==> src/rtl/fetch_queue.sv <==
`default_nettype none
// ============================================================================
// fetch_queue : PC generator + DEPTH-entry instruction queue in front of decode
// Revision    : 1.0
// ============================================================================
module fetch_queue #(
  parameter int                ADDR_W   = 32,
  parameter int                INST_W   = 32,
  parameter int                DEPTH    = 4,
  parameter logic [ADDR_W-1:0] RESET_PC = ADDR_W'(32'hBFC00000)
) (
  input  logic                       clk,
  input  logic                       rst,
  output logic                       inst_req,
  output logic [ADDR_W-1:0]          inst_addr,
  input  logic                       inst_addr_ok,
  input  logic                       inst_data_ok,
  input  logic [INST_W-1:0]          inst_rdata,
  input  logic                       redirect_valid,
  input  logic [ADDR_W-1:0]          redirect_pc,
  input  logic                       deq_ready,
  output logic                       deq_valid,
  output logic [ADDR_W-1:0]          deq_pc,
  output logic [INST_W-1:0]          deq_instr,
  output logic                       deq_adel,
  output logic [$clog2(DEPTH+1)-1:0] count
);

  localparam int PW = $clog2(DEPTH);
  localparam int CW = $clog2(DEPTH+1);

  logic [ADDR_W-1:0] pc_q, pc_d;
  logic              started_q;
  logic              halted_q, halted_d;
  logic [CW-1:0]     outst_q, outst_d;
  logic [CW-1:0]     discard_q, discard_d;
  logic [CW-1:0]     count_q, count_d;
  logic [PW-1:0]     if_wr_q, if_wr_d, if_rd_q, if_rd_d;
  logic [PW-1:0]     head_q, head_d, tail_q, tail_d;

  logic [ADDR_W-1:0] if_pc_q [DEPTH];
  logic [ADDR_W-1:0] q_pc_q    [DEPTH];
  logic [INST_W-1:0] q_instr_q [DEPTH];
  logic              q_adel_q  [DEPTH];

  logic              credit, pc_aligned, fetch_ok;
  logic              accept, resp, live, adel_enq, enq, deq;
  logic [ADDR_W-1:0] enq_pc;
  logic [INST_W-1:0] enq_instr;

  // Queue entries plus requests still in flight must never exceed DEPTH.
  assign credit     = ({1'b0, count_q} + {1'b0, outst_q}) < (CW+1)'(DEPTH);
  assign pc_aligned = (pc_q[1:0] == 2'b00);
  assign fetch_ok   = started_q & ~halted_q & ~redirect_valid & credit;

  assign inst_req  = fetch_ok & pc_aligned;
  assign inst_addr = pc_q;

  assign accept = inst_req & inst_addr_ok;
  assign resp   = inst_data_ok & (outst_q != '0);
  assign live   = resp & (discard_q == '0) & ~redirect_valid;
  // Only raise the address error once no live response is still owed, so it stays in order.
  assign adel_enq = fetch_ok & ~pc_aligned & (outst_q == discard_q);
  assign enq      = live | adel_enq;
  assign deq      = deq_valid & deq_ready & ~redirect_valid;

  assign enq_pc    = live ? if_pc_q[if_rd_q] : pc_q;
  assign enq_instr = live ? inst_rdata : '0;

  always_comb begin
    pc_d      = pc_q;
    halted_d  = halted_q;
    outst_d   = outst_q;
    discard_d = discard_q;
    count_d   = count_q;
    if_wr_d   = if_wr_q;
    if_rd_d   = if_rd_q;
    head_d    = head_q;
    tail_d    = tail_q;

    if (accept) begin
      pc_d    = pc_q + ADDR_W'(4);
      if_wr_d = if_wr_q + PW'(1);
    end
    if (resp) if_rd_d = if_rd_q + PW'(1);

    if (accept && !resp)      outst_d = outst_q + CW'(1);
    else if (!accept && resp) outst_d = outst_q - CW'(1);

    if (resp && discard_q != '0) discard_d = discard_q - CW'(1);
    if (adel_enq) halted_d = 1'b1;

    if (enq) tail_d = tail_q + PW'(1);
    if (deq) head_d = head_q + PW'(1);
    if (enq && !deq)      count_d = count_q + CW'(1);
    else if (!enq && deq) count_d = count_q - CW'(1);

    // Every request still in flight after this edge returns stale data.
    if (redirect_valid) begin
      pc_d      = redirect_pc;
      halted_d  = 1'b0;
      discard_d = outst_d;
      count_d   = '0;
      head_d    = '0;
      tail_d    = '0;
    end
  end

  always_ff @(posedge clk or negedge rst) begin
    if (!rst) begin
      pc_q      <= RESET_PC;
      started_q <= 1'b0;
      halted_q  <= 1'b0;
      outst_q   <= '0;
      discard_q <= '0;
      count_q   <= '0;
      if_wr_q   <= '0;
      if_rd_q   <= '0;
      head_q    <= '0;
      tail_q    <= '0;
    end else begin
      pc_q      <= pc_d;
      started_q <= 1'b1;
      halted_q  <= halted_d;
      outst_q   <= outst_d;
      discard_q <= discard_d;
      count_q   <= count_d;
      if_wr_q   <= if_wr_d;
      if_rd_q   <= if_rd_d;
      head_q    <= head_d;
      tail_q    <= tail_d;
    end
  end

  // Storage needs no reset: every read is qualified by the pointer/count state.
  always_ff @(posedge clk) begin
    if (accept) if_pc_q[if_wr_q] <= pc_q;
    if (enq) begin
      q_pc_q[tail_q]    <= enq_pc;
      q_instr_q[tail_q] <= enq_instr;
      q_adel_q[tail_q]  <= adel_enq;
    end
  end

  assign deq_valid = (count_q != '0);
  assign deq_pc    = deq_valid ? q_pc_q[head_q]    : '0;
  assign deq_instr = deq_valid ? q_instr_q[head_q] : '0;
  assign deq_adel  = deq_valid & q_adel_q[head_q];
  assign count     = count_q;

`ifndef SYNTHESIS
  a_no_orphan_data_ok: assert property (@(posedge clk) disable iff (!rst)
    !(inst_data_ok && outst_q == '0));
`endif

endmodule
`default_nettype wire

==> config.mk <==
export PLATFORM = sky130hd
export DESIGN_NAME = fetch_queue
export DESIGN_NICKNAME = d
export VERILOG_FILES = /design/src/rtl/fetch_queue.sv
export SDC_FILE = /design/constraint.sdc
export NUM_CORES = 1
export LEC_CHECK = 0
export ABC_AREA = 1
export CAP_MARGIN = 5
export CORE_MARGIN = 2
export CORE_UTILIZATION = 30
export DETAILED_ROUTE_END_ITERATION = 6
export SLEW_MARGIN = 20
export SYNTH_ARGS = -nofsm -noshare
export SYNTH_HDL_FRONTEND = slang
export SYNTH_SLANG_ARGS = --single-unit
export TNS_END_PERCENT = 5
==> constraint.sdc <==
create_clock -name clk -period 11.51 [get_ports clk]
set_input_delay 2.302 -clock clk [delete_from_list [all_inputs] [get_ports clk]]
set_output_delay 2.302 -clock clk [all_outputs]
set_load 0.1 [all_outputs]
### Word-level counts from Yosys, hierarchy flattened

Memory sizes are Yosys's and may differ from the RTL's.
Cells that the tools add are included.

| operators by class | value |
|---|---|
| bitwise gates (word level) | 17 |
| $lt $le $gt $ge | 1 |
| reduce and logical (&&, ||, !) cells | 20 |
| equality and inequality tests | 1 |
| multiplexer cells | 23 |
| add/sub/neg operators | 11 |

Operators with widths:

| operator | count |
|---|---|
| 32-bit 2-to-1 mux | 6 |
| 32-bit by 3-bit adder with 32-bit output (second input constant) | 1 |
| 3-bit 2-to-1 mux | 7 |
| 1-bit bitwise AND | 13 |
| 3-bit nonzero test | 4 |
| 2-bit nonzero test | 5 |
| 3-bit by 1-bit subtractor with 3-bit output (second input constant) | 3 |
| 2-bit by 1-bit adder with 2-bit output (second input constant) | 4 |
| 2-bit 2-to-1 mux | 4 |
| 3-bit by 1-bit adder with 3-bit output (second input constant) | 2 |
| 1-bit 2-to-1 mux | 6 |
| 1-bit logical AND | 5 |
| 3-bit by 3-bit adder with 4-bit output | 1 |
| 1-bit logical NOT | 4 |
| 4-bit by 3-bit < comparator with 1-bit output (second input constant) | 1 |
| 3-bit == test | 1 |
| 3-bit logical NOT | 1 |
| 1-bit inverter | 3 |
| 2-bit logical NOT | 1 |
| 1-bit bitwise OR | 1 |

| storage, ports and cells | value |
|---|---|
| memories | 4 |
| output and inout port bits | 102 |
| bits of input ports | 70 |
| flip-flop bits (word level) | 51 |
| RAM bits | 388 |
| word-level logic and storage cells | 87 |

Memories:

| name | words | width | read ports | clocked after memory_dff | wr ports | RTL line | source |
|---|---|---|---|---|---|---|---|
| if_pc_q | 4 | 32 | 1 | 0 | 1 | 41 | `logic [ADDR_W-1:0] if_pc_q [DEPTH];` |
| q_instr_q | 4 | 32 | 1 | 0 | 1 | 43 | `logic [INST_W-1:0] q_instr_q [DEPTH];` |
| q_pc_q | 4 | 32 | 1 | 0 | 1 | 42 | `logic [ADDR_W-1:0] q_pc_q [DEPTH];` |
| q_adel_q | 4 | 1 | 1 | 0 | 1 | 44 | `logic q_adel_q [DEPTH];` |

### Depth between registers and ports, before layout

| depth | value |
|---|---|
| depth in word-level cells | 12 |
| mapped depth | 16 |
| depth with buffers taken out | 16 |

### Least setup slack after synthesis

Ideal clock, no wire load.

| timing | value |
|---|---|
| path type | input to register |
| start | in redirect_valid |
| end | mem q_adel_q[0] (enable) |
| setup slack | 5.278 ns |
| arrival time | 5.744 ns |
| data required time | 11.022 ns |
| stages | 8 |
| library setup time | 0.488 ns |
| buffers on the path | 1 |
| cells stage by stage | buf_6 -> nor2_4 -> nand2_2 -> nor2_4 -> nand2_1 -> nand2_2 -> inv_1 -> nor2_1 |

| on the way | value |
|---|---|
| longest elaborated chain between the ends | 8 |
| elaborated cells between the ends (all ways) | 9 |
| classes of those cells | mux (2); bitwise (7) |

RTL lines:

| what | RTL line | source |
|---|---|---|
| start, declared | 19 | `input logic redirect_valid,` |
| 1-bit inverter * | 54, 61 |  |
| 1-bit bitwise AND (2 in a row) | 54 | `assign fetch_ok = started_q & ~halted_q & ~redirect_valid & credit;` |
| 1-bit bitwise AND (2 in a row) | 63 | `assign adel_enq = fetch_ok & ~pc_aligned & (outst_q == discard_q);` |
| 1-bit bitwise OR * | 64 | `assign enq = live \| adel_enq;` |
| 1-bit 2-to-1 mux * | 138 | `if (enq) begin` |
| 1-bit 2-to-1 mux (implied by the code) * | 141 | `q_adel_q[tail_q] <= adel_enq;` |
| end, declared | 44 |  |

Every way passes the cells marked *; elsewhere a longest branch is shown, timed or not.

### Worst setup path after layout

| timing | value |
|---|---|
| start | in redirect_valid |
| end | out inst_req |

| on the way | value |
|---|---|
| longest elaborated chain between the ends | 4 |

RTL lines:

| what | RTL line | source |
|---|---|---|
| 1-bit inverter | 54 |  |
| 1-bit bitwise AND (2 in a row) | 54 |  |
| 1-bit bitwise AND | 56 | `assign inst_req = fetch_ok & pc_aligned;` |
| end, declared | 14 | `output logic inst_req,` |

Every way passes these cells.

==> summary.txt <==
Final layout
  • Core Util, Final: 0.370
  • Fin cells: 2745
  • Nets: 1958
  • Layout cells sized above 1: 0.0802
  • Area grow syn2layout: 21.7%
  • ANT cells: 0

Yosys
  • Synth top area cells: edfxtp_1, nor2_1, o21ai_0
  • Number of synthesized register bits: 439
  • Synth Flop Type: edfxtp_1
  • Post-Synthesis Cell Area: 0.0188 mm^2
  • Syn Area/Cell: 10.9 um^2
  • Synth Net Count: 1808
  • Post-synthesis async set-or-reset flop share: 0.116
  • Register area share after synthesis: 0.688
  • Cell taking the most area after synthesis: edfxtp_1
  • Mapped Cells: 1721
  • Unique masters post-synth: 40
  • Warnings, synthesis: 0
  • Synth top area share: 0.619
  • Post-synth EDFFs: 388

Clock tree
  • H-tree lvl count: 2
  • Number of hold buffers added after CTS: 0
  • Clk_lat worst skew: 0.57 ns
  • TritonCTS clock tree: built
  • Clk slew on worst S/H paths: 0.06 ns
  • Clock sinks: 439
  • Root Buffer: clkbuf_16
  • Post-cts resize count: 0
  • Setup Buffers After CTS: 0
  • CTS Buf Count: 46
  • Clock tree buffer depth: 3

Route
  • Antenna viol nets, final: 0
  • Residual DRC: 0
  • Via density: 4.76
  • Final wirelength: 49400 um
  • Routed len/inst: 18.0 um
  • Initial DRC count: 1246
  • DRT Pass-1 Iters: 5
  • Via count: 13070

Die
  • Initial Utilization: 0.304
  • Die W: 254 um
  • Total core area: 0.0618 mm^2
  • Io pins: 172
  • Row cnt: 91
  • Die height: 254 um
  • Die ar.: 0.0647 mm^2

Setup path
  • CP arrival: 4.33 ns
  • Worst-path maximum fanout: 46
  • Slowest-stage cell, CP: clkdlybuf4s50_1
  • Highest cell delay on the worst timing path: 1.12 ns
  • Buf/Inv on CP: 4
  • Top delay family on crit path: buffers and inverters
  • Startpoint Class: input port
  • Critical-path cell list: buf_2 > buf_4 > nor2_4 > nand2_2 > nor2_4 > nand2_1 > inv_1 > clkdlybuf4s50_1
  • Crit. End Element: primary output
  • R2R setup slack: 8.17 ns
  • Setup Crit Path Kind: in2out
  • Most frequent CP cell: nor2_4
  • CP Data Required Time: 9.21 ns

STA
  • F_max: 151 MHz
  • Clock Skews: 0.0160 ns
  • Setup TNS: 0 ns
  • Final worst path period need: 6.63 ns
  • Fin crit share: 0.576
  • Final Max Slew Viols: 0
  • Slew @ Worst Pin: 1.14 ns
  • Relative slew slack: 0.239
  • RSZ-0062 raised after global routing: no
  • # setup viols final: 0
  • Final hold vios: 0

Place
  • Inst Count DP: 2660
  • Input/output buffers: 171
  • RD Place Congestion: 0.844
  • Hpwl dp: 29400 um

Global route
  • First-pass GRT wire length: 74700 um
  • Vias in the first global route: 12708
  • Largest net degree at the start of global routing: 132
  • Initial antenna violation count: 0
  • Grt total ovfl: 0
  • GRT Util Overall: 0.152

Run status
  • Status: finished clean

Job
  • Max_cap viols: 0

Power
  • Leakage: 7.99 nW
  • Switching power: 0.00277 W
  • Power share of the clock group: 0.242
  • Power, Total: 0.00607 W
  • Sequential power share: 0.325
  • Max VDD drop: 122 uV
  • Combinational Power Share: 0.433
  • Internal cell power: 0.00330 W
  • Power Dens Cells: 265 mW/mm^2
  • Sw frac: 0.456

Min path
  • Type of the worst min-delay path: reg2reg
## sequential cells by signal (all words and copies together) (netlist names)
| register | flops |
|---|---|
| q_pc_q | 128 |
| inst_addr | 32 |
| q_adel_q | 4 |
| discard_q | 3 |
| started_q | 1 |
| count | 3 |
| if_pc_q | 128 |
| head_q | 2 |
| halted_q | 1 |
| outst_q | 3 |
| tail_q | 2 |
| q_instr_q | 128 |
| if_wr_q | 2 |
| if_rd_q | 2 |
## power by group through the flow
stage	sequential [W]	clock, W	combinational (W)
3_5_place_dp	0.00201	0	0.00265
4_1_cts	0.00197	0.00150	0.00266
5_1_grt	0.00199	0.00157	0.00279
3_3_place_gp	0.00200	0	0.00262
2_1_floorplan	0.00210	0	0.00184
6_report	0.00197	0.00147	0.00263
## cells in the mapped netlist, types with 6 or more instances
master,count
nor2_1,400
edfxtp_1,388
o21ai_0,229
nand2_1,190
inv_1,111
a21oi_1,68
clkbuf_1,46
dfrtp_1,42
nand3_1,38
o22ai_1,30
buf_2,27
o21ai_1,17
ha_1,16
xor2_1,16
nor3_1,13
buf_1,12
o211ai_1,12
dfstp_2,9
inv_2,8
nand2_2,6
## worst reg2reg max path, cell delays in order, from the launching register on
cell and delay (ns):
dfrtp_1 0.43, inv_1 0.11, ha_1 0.21, ha_1 0.20, nor2_2 0.31, nand3_2 0.09, buf_4 0.28, nand2_2 0.20
inv_1 0.20, nor2_4 0.12, buf_4 0.78
## layout make-up
cell class	instances	area, um^2
fillers	6031	38900
flip-flops and latches	439	12900
multi-input cells	1073	5070
repair buffers	191	1860
clock buffers	57	1280
well taps	837	1050
inverters	120	452
clock inverters	28	240
## final timing paths
kind	to	startpoint	depth (start not counted)
max reg2reg	q_instr_q[1][28]$_DFFE_PP_	outst_q[0]$_DFF_PN0_	10
max in group asynchronous	head_q[0]$_DFFE_PN0P_	rst	2
min	halted_q$_DFFE_PN0P_	halted_q$_DFFE_PN0P_	2
max	inst_req	redirect_valid	8
min in group asynchronous	if_wr_q[1]$_DFFE_PN0P_	rst	2
min reg2reg	halted_q$_DFFE_PN0P_	halted_q$_DFFE_PN0P_	2
## metrics by stage
step / area [um^2] / hold slack, ns / worst slack [ns]
after global routing: 22900 / 0.532 / 4.75
after detailed placement: 21400 / 0.501 / 4.85
after CTS: 22900 / 0.512 / 4.85
final: 22900 / 0.509 / 4.88
after global placement: 21400 / 0.493 / 4.83
after floorplan: 18800 / 0.467 / 5.28
## routing by layer
metal / part of all wire / global-route usage
met2: 0.47 / 0.250
met1: 0.45 / 0.210
met3: 0.064 / 0.0231
met4: 0.015 / 0.0365
met5: 0 / 0
## kinds of logic (layout without fill, tap and decap cells)
group,after synthesis,count (layout),synth area share
xor gates and xnor gates,21,21,0.00978
and+or+nand+nor,668,668,0.143
DFF,439,439,0.688
AOI/OAI and AO/OA,366,366,0.102
buffers and inverters,209,396,0.0449
other,1,1,0.000199
adders and majority gates,17,17,0.0117
## placed cells by master (no fill, tap or decap), drive strengths merged, types with 3 or more instances in the layout
| cell type | n |
|---|---|
| clkinvlp | 4 |
| nand2 | 197 |
| a21oi | 69 |
| o221ai | 4 |
| nand4 | 3 |
| dfrtp | 42 |
| o21ai | 246 |
| clkbuf | 57 |
| o22ai | 30 |
| ha | 16 |
| xor2 | 16 |
| nor2 | 408 |
| inv | 119 |
| bufinv | 3 |
| edfxtp | 388 |
| nand3 | 42 |
| dfstp | 9 |
| clkdlybuf4s50 | 169 |
| xnor2 | 5 |
| a31oi | 3 |
| o211ai | 12 |
| clkinv | 22 |
| buf | 22 |
| nor3 | 16 |
Note: power is estimated with default switching activity, not from simulation.
